`src/rtl/uart_pkg.sv`:
```
// rtl/uart_pkg.sv - shared UART receiver types, parity constants and voting helper
package uart_pkg;

  typedef enum logic [2:0] {
    IDLE,
    START,
    DATA,
    PARITY,
    STOP
  } rx_state_e;

  localparam logic [1:0] PAR_NONE = 2'b00;
  localparam logic [1:0] PAR_EVEN = 2'b01;
  localparam logic [1:0] PAR_ODD  = 2'b10;

  function automatic logic majority3(input logic a, input logic b, input logic c);
    return (a & b) | (a & c) | (b & c);
  endfunction

endpackage

```
`src/rtl/uart_rx_if.sv`:
```
// rtl/uart_rx_if.sv - received-byte holding register handshake
interface uart_rx_if;
  logic [7:0] rx_data;
  logic       rx_valid;
  logic       rx_ready;

  modport master (output rx_data, output rx_valid, input rx_ready);
  modport slave  (input rx_data, input rx_valid, output rx_ready);
endinterface

```
`src/rtl/uart_baud_gen.sv`:
```
// rtl/uart_baud_gen.sv - oversample tick divider, held at zero while disabled
module uart_baud_gen (
  input  logic        clk,
  input  logic        rst_n,
  input  logic        en,
  input  logic [15:0] clk_div,
  output logic        tick
);
  logic [15:0] count;

  assign tick = en && (count == clk_div);

  // count 0..clk_div, wrapping on the tick; disabled means parked at zero
  always_ff @(posedge clk) begin
    if (!rst_n) begin
      count <= '0;
    end else if (!en || tick) begin
      count <= '0;
    end else begin
      count <= count + 16'd1;
    end
  end
endmodule

```
`src/rtl/uart_rx.sv`:
```
// rtl/uart_rx.sv - UART receiver with 3-sample majority voting and one-byte holding register
module uart_rx
  import uart_pkg::*;
#(
  parameter int OVERSAMPLE  = 16,
  parameter int SYNC_STAGES = 2
) (
  input  logic        clk,
  input  logic        rst_n,
  input  logic        rx_en,
  input  logic [15:0] clk_div,
  input  logic [1:0]  parity_mode,
  input  logic        rx,
  input  logic        err_clr,
  output logic        overrun,
  output logic        frame_err,
  output logic        parity_err,
  output logic        busy,
  uart_rx_if.master   data_if
);
  localparam logic [3:0] S_LAST  = 4'(OVERSAMPLE - 1);
  localparam logic [3:0] S_MID   = 4'(OVERSAMPLE / 2);
  localparam logic [3:0] S_EARLY = S_MID - 4'd1;
  localparam logic [3:0] S_LATE  = S_MID + 4'd1;

  logic [SYNC_STAGES-1:0] sync_q;
  logic                   rx_s;
  logic                   rx_prev;
  rx_state_e              state_q, state_d;
  logic [3:0]             s_cnt;
  logic [2:0]             bit_idx;
  logic [7:0]             shift;
  logic [1:0]             samp;
  logic                   par_bit;
  logic                   tick;
  logic                   sample_pt, wrap, maj, parity_on, par_bad;
  logic                   stop_ok, stop_bad, accept, load_ok;

  assign rx_s      = sync_q[SYNC_STAGES-1];
  assign sample_pt = tick && (s_cnt == S_LATE);
  assign wrap      = tick && (s_cnt == S_LAST);
  assign maj       = majority3(samp[0], samp[1], rx_s);
  assign parity_on = (parity_mode == PAR_EVEN) || (parity_mode == PAR_ODD);
  assign par_bad   = parity_on && ((^shift ^ par_bit) != (parity_mode == PAR_ODD));
  assign busy      = (state_q != IDLE);
  assign accept    = data_if.rx_valid && data_if.rx_ready;
  assign load_ok   = stop_ok && (!data_if.rx_valid || accept);

  // the counter idles at zero so every frame's bit timing starts at its start edge
  uart_baud_gen u_baud (
    .clk     (clk),
    .rst_n   (rst_n),
    .en      (rx_en && (state_q != IDLE)),
    .clk_div (clk_div),
    .tick    (tick)
  );

  // input synchronizer plus one-cycle edge history; both idle high
  always_ff @(posedge clk) begin
    if (!rst_n) begin
      sync_q  <= '1;
      rx_prev <= 1'b1;
    end else begin
      sync_q  <= {sync_q[SYNC_STAGES-2:0], rx};
      rx_prev <= rx_s;
    end
  end

  // frame state register
  always_ff @(posedge clk) begin
    if (!rst_n) state_q <= IDLE;
    else        state_q <= state_d;
  end

  // next state and end-of-frame strobes; stop is judged at mid-bit to leave time to resync
  always_comb begin
    state_d  = state_q;
    stop_ok  = 1'b0;
    stop_bad = 1'b0;
    case (state_q)
      IDLE:   if (rx_prev && !rx_s) state_d = START;
      START: begin
        if (sample_pt && maj) state_d = IDLE;
        else if (wrap)        state_d = DATA;
      end
      DATA: begin
        if (wrap && (bit_idx == 3'd7)) state_d = parity_on ? PARITY : STOP;
      end
      PARITY: if (wrap) state_d = STOP;
      STOP: begin
        if (sample_pt) begin
          state_d  = IDLE;
          stop_ok  = maj;
          stop_bad = !maj;
        end
      end
      default: state_d = IDLE;
    endcase
    if (!rx_en) begin
      state_d  = IDLE;
      stop_ok  = 1'b0;
      stop_bad = 1'b0;
    end
  end

  // oversample position, vote samples and the assembled byte
  always_ff @(posedge clk) begin
    if (!rst_n) begin
      s_cnt   <= '0;
      bit_idx <= '0;
      shift   <= '0;
      samp    <= 2'b11;
      par_bit <= 1'b0;
    end else begin
      if (state_q == IDLE) s_cnt <= '0;
      else if (tick)       s_cnt <= s_cnt + 4'd1;
      if (tick && (s_cnt == S_EARLY)) samp[0] <= rx_s;
      if (tick && (s_cnt == S_MID))   samp[1] <= rx_s;
      if (state_q == START && wrap)   bit_idx <= '0;
      if (state_q == DATA && wrap)    bit_idx <= bit_idx + 3'd1;
      if (state_q == DATA && sample_pt)   shift[bit_idx] <= maj;
      if (state_q == PARITY && sample_pt) par_bit <= maj;
    end
  end

  // holding register and sticky flags; a new error outranks a same-cycle clear
  always_ff @(posedge clk) begin
    if (!rst_n) begin
      data_if.rx_data  <= '0;
      data_if.rx_valid <= 1'b0;
      overrun          <= 1'b0;
      frame_err        <= 1'b0;
      parity_err       <= 1'b0;
    end else begin
      if (load_ok) begin
        data_if.rx_data  <= shift;
        data_if.rx_valid <= 1'b1;
      end else if (accept) begin
        data_if.rx_valid <= 1'b0;
      end
      overrun    <= (stop_ok && !load_ok) | (overrun & ~err_clr);
      frame_err  <= stop_bad | (frame_err & ~err_clr);
      parity_err <= (stop_ok && par_bad) | (parity_err & ~err_clr);
    end
  end
endmodule

```
`src/flat_wrapper.sv`:
```
// flat-port wrapper written by rule: the top's interface ports become plain ports
module uart_rx_flat import uart_pkg::*;
#(
  parameter int OVERSAMPLE  = 16,
  parameter int SYNC_STAGES = 2
)
  (clk, rst_n, rx_en, clk_div, parity_mode, rx, err_clr, overrun, frame_err, parity_err, busy, data_if_rx_data, data_if_rx_valid, data_if_rx_ready);
  uart_rx_if data_if_i ();
  input  logic clk;
  input  logic rst_n;
  input  logic rx_en;
  input  logic [15:0] clk_div;
  input  logic [1:0] parity_mode;
  input  logic rx;
  input  logic err_clr;
  output logic overrun;
  output logic frame_err;
  output logic parity_err;
  output logic busy;
  output wire logic [$bits(data_if_i.rx_data)-1:0] data_if_rx_data;
  output wire logic [$bits(data_if_i.rx_valid)-1:0] data_if_rx_valid;
  input wire logic [$bits(data_if_i.rx_ready)-1:0] data_if_rx_ready;
  assign data_if_rx_data = data_if_i.rx_data;
  assign data_if_rx_valid = data_if_i.rx_valid;
  assign data_if_i.rx_ready = data_if_rx_ready;
  uart_rx #(.OVERSAMPLE(OVERSAMPLE), .SYNC_STAGES(SYNC_STAGES)) u_core (.clk(clk), .rst_n(rst_n), .rx_en(rx_en), .clk_div(clk_div), .parity_mode(parity_mode), .rx(rx), .err_clr(err_clr), .overrun(overrun), .frame_err(frame_err), .parity_err(parity_err), .busy(busy), .data_if(data_if_i));
endmodule
```
`config.mk`:
```
export PLATFORM = sky130hd
export DESIGN_NAME = uart_rx_flat
export DESIGN_NICKNAME = d
export VERILOG_FILES = /design/src/rtl/uart_pkg.sv /design/src/rtl/uart_rx_if.sv /design/src/rtl/uart_baud_gen.sv /design/src/rtl/uart_rx.sv /design/src/flat_wrapper.sv
export SDC_FILE = /design/constraint.sdc
export NUM_CORES = 1
export LEC_CHECK = 0
export CAP_MARGIN = 30
export CORE_UTILIZATION = 28
export CTS_CLUSTER_DIAMETER = 200
export CTS_CLUSTER_SIZE = 16
export DETAILED_ROUTE_END_ITERATION = 7
export GPL_TIMING_DRIVEN = 0
export PLACE_DENSITY = 0.44
export SYNTH_ARGS = -nofsm -noshare
export SYNTH_HDL_FRONTEND = slang
export SYNTH_SLANG_ARGS = --single-unit
export TNS_END_PERCENT = 10
```
`constraint.sdc`:
```
create_clock -name clk -period 3.9 [get_ports clk]
set_input_delay 0.78 -clock clk [delete_from_list [all_inputs] [get_ports clk]]
set_output_delay 0.78 -clock clk [all_outputs]
set_load 0.05 [all_outputs]
```
==> metrics.md <==
| Metric | Value |
|---|---|
| Area growth from synthesis to layout | 23.0% |
| Syn Std Cell Area | 2690 µm² |
| Initial DRC count | 44 |
| Post-DP HPWL | 4450 µm |
| Ys async rst share | 0% |
| Max-capacitance violation count | 0 |
| Die X | 100 µm |
| Internal power | around 700 µW |
| Worst setup SP type | input port |
| Power, Total | just over 900 µW |
| GPL Wtd Cong | between 0.8 and 0.9 |
| Hold EP | u_core.sync_q[1] |
| Critical Path AT | 3.33 ns |
| Routed vias/inst | 4.54 |
| Slew @ Worst Pin | 0.636 ns |
| Syn Nets | 326 |
| # fillers | 980 |
| Hold Path Class | reg2reg |
| Register Area | 1040 µm² |
| Pin count of the biggest net entering global routing | 17 |
| CTS H-tree depth | 2 |
| Clk pin slew, worst setup/hold paths | 0.10 ns |
| Hold path startpoint | u_core.sync_q[0] |
| Setup_tns | 0 ns |
| WS Path Type | in2reg |
| Std-Cell Rows | 35 |
| Clk_lat worst skew | 0.31 ns |
| Worst Setup End Kind | flop |
| ANT cells | 0 |
| Die area | around 10000 µm² |
| Post-Syn Instances | roughly 300 |
| Drt first pass iters | 4 |
| WP depth | 8 |
| Die height | approximately 100 µm |
| Clk sinks | 52 |
| Clk root buf | clkbuf_8 |
| GRT Util Overall | 12.8% |
| Combinational share of power | 6.7% |
| Vias | about 2100 |
| Buf/Inv on CP | 3 |
| Post-synthesis cell type count | 48 |
| CTS hold repair buffers | 0 |
| Maximum clock rate | 0.318 GHz |
| Initial Util | roughly 29% |
| R2R Setup Slk | around 1.3 ns |
| Largest fanout on the critical path | 10 |
| VDD IR max | 130 µV |
| Initial antenna violation count | 0 |
| Slew margin rel. | a little under three fifths |
| Layout net count | 369 |
| Max clock buf depth | 2 |
| Area taken by multi-input logic gates | 1570 µm² |
| Post-synth EDFFs | 0 |
| Pwr/cell area | 281 nW/µm² |
| # DRC | 0 |
| Met3 usage | 2.65% |
| Worst path cell trace | clkdlybuf4s50_1 -> xnor2_1 -> nand4_1 -> nor4_2 -> or3_1 -> clkbuf_1 -> clkbuf_1 -> nor2_1 |
| Pleak | about 0.0011 µW |
| R2r worst-path depth | 7 |
| CP max stage cell | nor4_2 |
| Remaining Overflow, GRT | 0 |
| Main synth FF type | dfxtp_1 |
| Status | complete, no violations |
| Yosys Warn Count | 0 |
| CP max stage delay | 0.64 ns |
| GR Util met1 | a little under a fifth |
| Sequential area share after synthesis | 38.7% |
| GR peak layer | met2 |
| DP Worst Slack | 0.363 ns |
| Layout cells sized above 1 | 6.19% |
| Postcts setup bufs | 0 |
| Vias in the first global route | 2028 |
| PostCTS Resize Cnt | 0 |
| Clock group share of total power | 35.9% |
| First-pass GRT wire length | 10100 µm |
| Post-route setup slack | ~0.75 ns |
| #FFs+latches synth | 52 |
| Reg-to-Reg End | u_core.u_baud.count[8] |
| Hold_ws | roughly 0.42 ns |
| I/O Pins | 37 |
| Hold Vio Cnt, Final | 0 |
| Area of the core | 9280 µm² |
| Sequential power share | between 50% and 60% |
| Port bufs | 36 |
| Cell family with most CP delay | buffers and inverters |
| ANT nets after route | 0 |
| Critical Path RT | approximately 4 ns |
| Setup Viol. Count Final | 0 |
| WL per Instance | 12.8 µm |
| Most used cell, CP | clkbuf_1 |
| NetSw | 216 µW |
| RSZ-0062 raised after global routing | no |
| RR Startpoint | u_core.u_baud.count[2] |
| Avg Cell Area, Syn | 9.13 µm² |
| Sw frac | 23.3% |
| Final wirelength | 6010 µm |
| WHS Path Cells | 1 |
| Layout Skew | 0.0119 ns |
| Inserted Clock Buffers | 5 |
| Tcrit/Tclk final | 80.7% |
| Final min period | 3.15 ns |
| Pins over their slew limit | 0 |
| GR Util met2 | 19.8% |
| CTS tree | yes |
-- per-layer routing --
layer	part of all wire [%]	up-vias
met5	0	-
met4	0.85	0
met3	2.9	4
met2	44	32
met1	52	971
li1	-	1118
-- worst register-to-register path: stages, from the launching register on --
cell and delay [ns]:
dfxtp_1 0.44, xnor2_1 0.18, nand4_1 0.19, nor4_2 0.64, or3_1 0.20, clkbuf_1 0.31
clkbuf_1 0.45, nor2_1 0.11
-- cell families (layout without fill, tap and decap cells) --
group | after synthesis | in the layout | share of synthesized area [%]
AOI/OAI and AO/OA | 32 | 32 | 7.81
adders and majority gates | 8 | 8 | 3.62
xor gates and xnor gates | 38 | 38 | 12.9
muxes | 18 | 18 | 6.83
and+or+nand+nor | 127 | 127 | 27.1
DFF | 52 | 52 | 38.7
buffers and inverters | 20 | 64 | 3.07
-- synth_stat cells (2+ instances only) --
cell,number,share of area (%)
nand2_1,20,2.8
xnor2_1,29,9.4
clkbuf_1,7,0.98
ha_1,7,3.3
or3_1,7,1.6
nand3b_1,3,0.84
nor2_1,24,3.3
xnor2_2,2,1.2
o21a_1,2,0.56
nand2b_1,6,1.4
or4b_2,2,0.74
nand4b_1,5,1.6
dfxtp_1,52,39
a21oi_1,8,1.5
o21ai_0,8,1.5
inv_1,10,1.4
mux2i_1,15,5.6
xor2_1,7,2.3
o31ai_1,2,0.56
mux2_1,2,0.84
and2_1,3,0.70
a22o_1,2,0.65
nor3_1,6,1.1
nand4_1,12,2.8
buf_1,2,0.28
and3_1,4,0.93
o211ai_1,3,0.84
nor3_4,2,1.2
nand3_1,11,2.0
nor2b_1,14,3.3
-- worst max-delay path by stage --
| stage | slack (ns) | startpoint | endpoint |
|---|---|---|---|
| after floorplan | 1.35 | clk_div[10] | u_core.samp[0] |
| after global placement | 0.38 | clk_div[2] | u_core.u_baud.count[8] |
| after detailed placement | 0.36 | clk_div[2] | u_core.u_baud.count[7] |
| after CTS | 0.71 | clk_div[2] | u_core.u_baud.count[7] |
| after global routing | 0.49 | clk_div[2] | u_core.u_baud.count[3] |
| final | 0.75 | clk_div[2] | u_core.u_baud.count[8] |
-- final cells by class --
| class | count | share of cell area [%] |
|---|---|---|
| Timing Repair Buffer | 36 | 10.9 |
| Clock inverter | 2 | 0.416 |
| Multi-Input combinational cell | 223 | 47.4 |
| Inverter | 10 | 1.13 |
| Buffer | 10 | 1.36 |
| Sequential cell | 52 | 31.4 |
| Tap cell | 129 | 4.88 |
| Clock buffer | 6 | 2.49 |
-- layout by cell type, fill, tap and decap left out, types with 8 or more instances in the layout --
master / Yosys / routed
nand4_1: 12 / 12
a21oi_1: 8 / 8
inv_1: 10 / 10
mux2i_1: 15 / 15
nor2b_1: 14 / 14
nor2_1: 24 / 24
clkdlybuf4s50_1: 0 / 36
nand3_1: 11 / 11
nand2_1: 20 / 20
o21ai_0: 8 / 8
dfxtp_1: 52 / 52
xnor2_1: 29 / 29
-- state kept, by name, indices dropped and copies added (netlist names), 2 cells and up --
| register | flops |
|---|---|
| u_core.u_baud.count | 16 |
| u_core.s_cnt | 4 |
| u_core.shift | 8 |
| u_core.sync_q | 2 |
| u_core.samp | 2 |
| u_core.bit_idx | 3 |
| u_core.state_q | 3 |
| u_core.data_if.rx_data | 8 |
-- through the flow --
stage          cells  util [%]  area [µm²]
6_report         468      35.7        3310
5_1_grt          468      35.7        3310
4_1_cts          468      35.7        3310
3_5_place_dp     460      34.6        3210
3_3_place_gp     460      34.6        3210
2_1_floorplan    295         -        2690
-- power groups by stage --
stage | Combinational [µW] | Sequential, µW | Clock (µW)
final | 62.6 | 533 | 334
after detailed placement | 63.2 | 545 | 0
after CTS | 63.5 | 533 | 355
after global routing | 68.1 | 534 | 373
after global placement | 63.2 | 545 | 0
after floorplan | 27.9 | 545 | 0
Note: power is estimated with default switching activity, not from simulation.
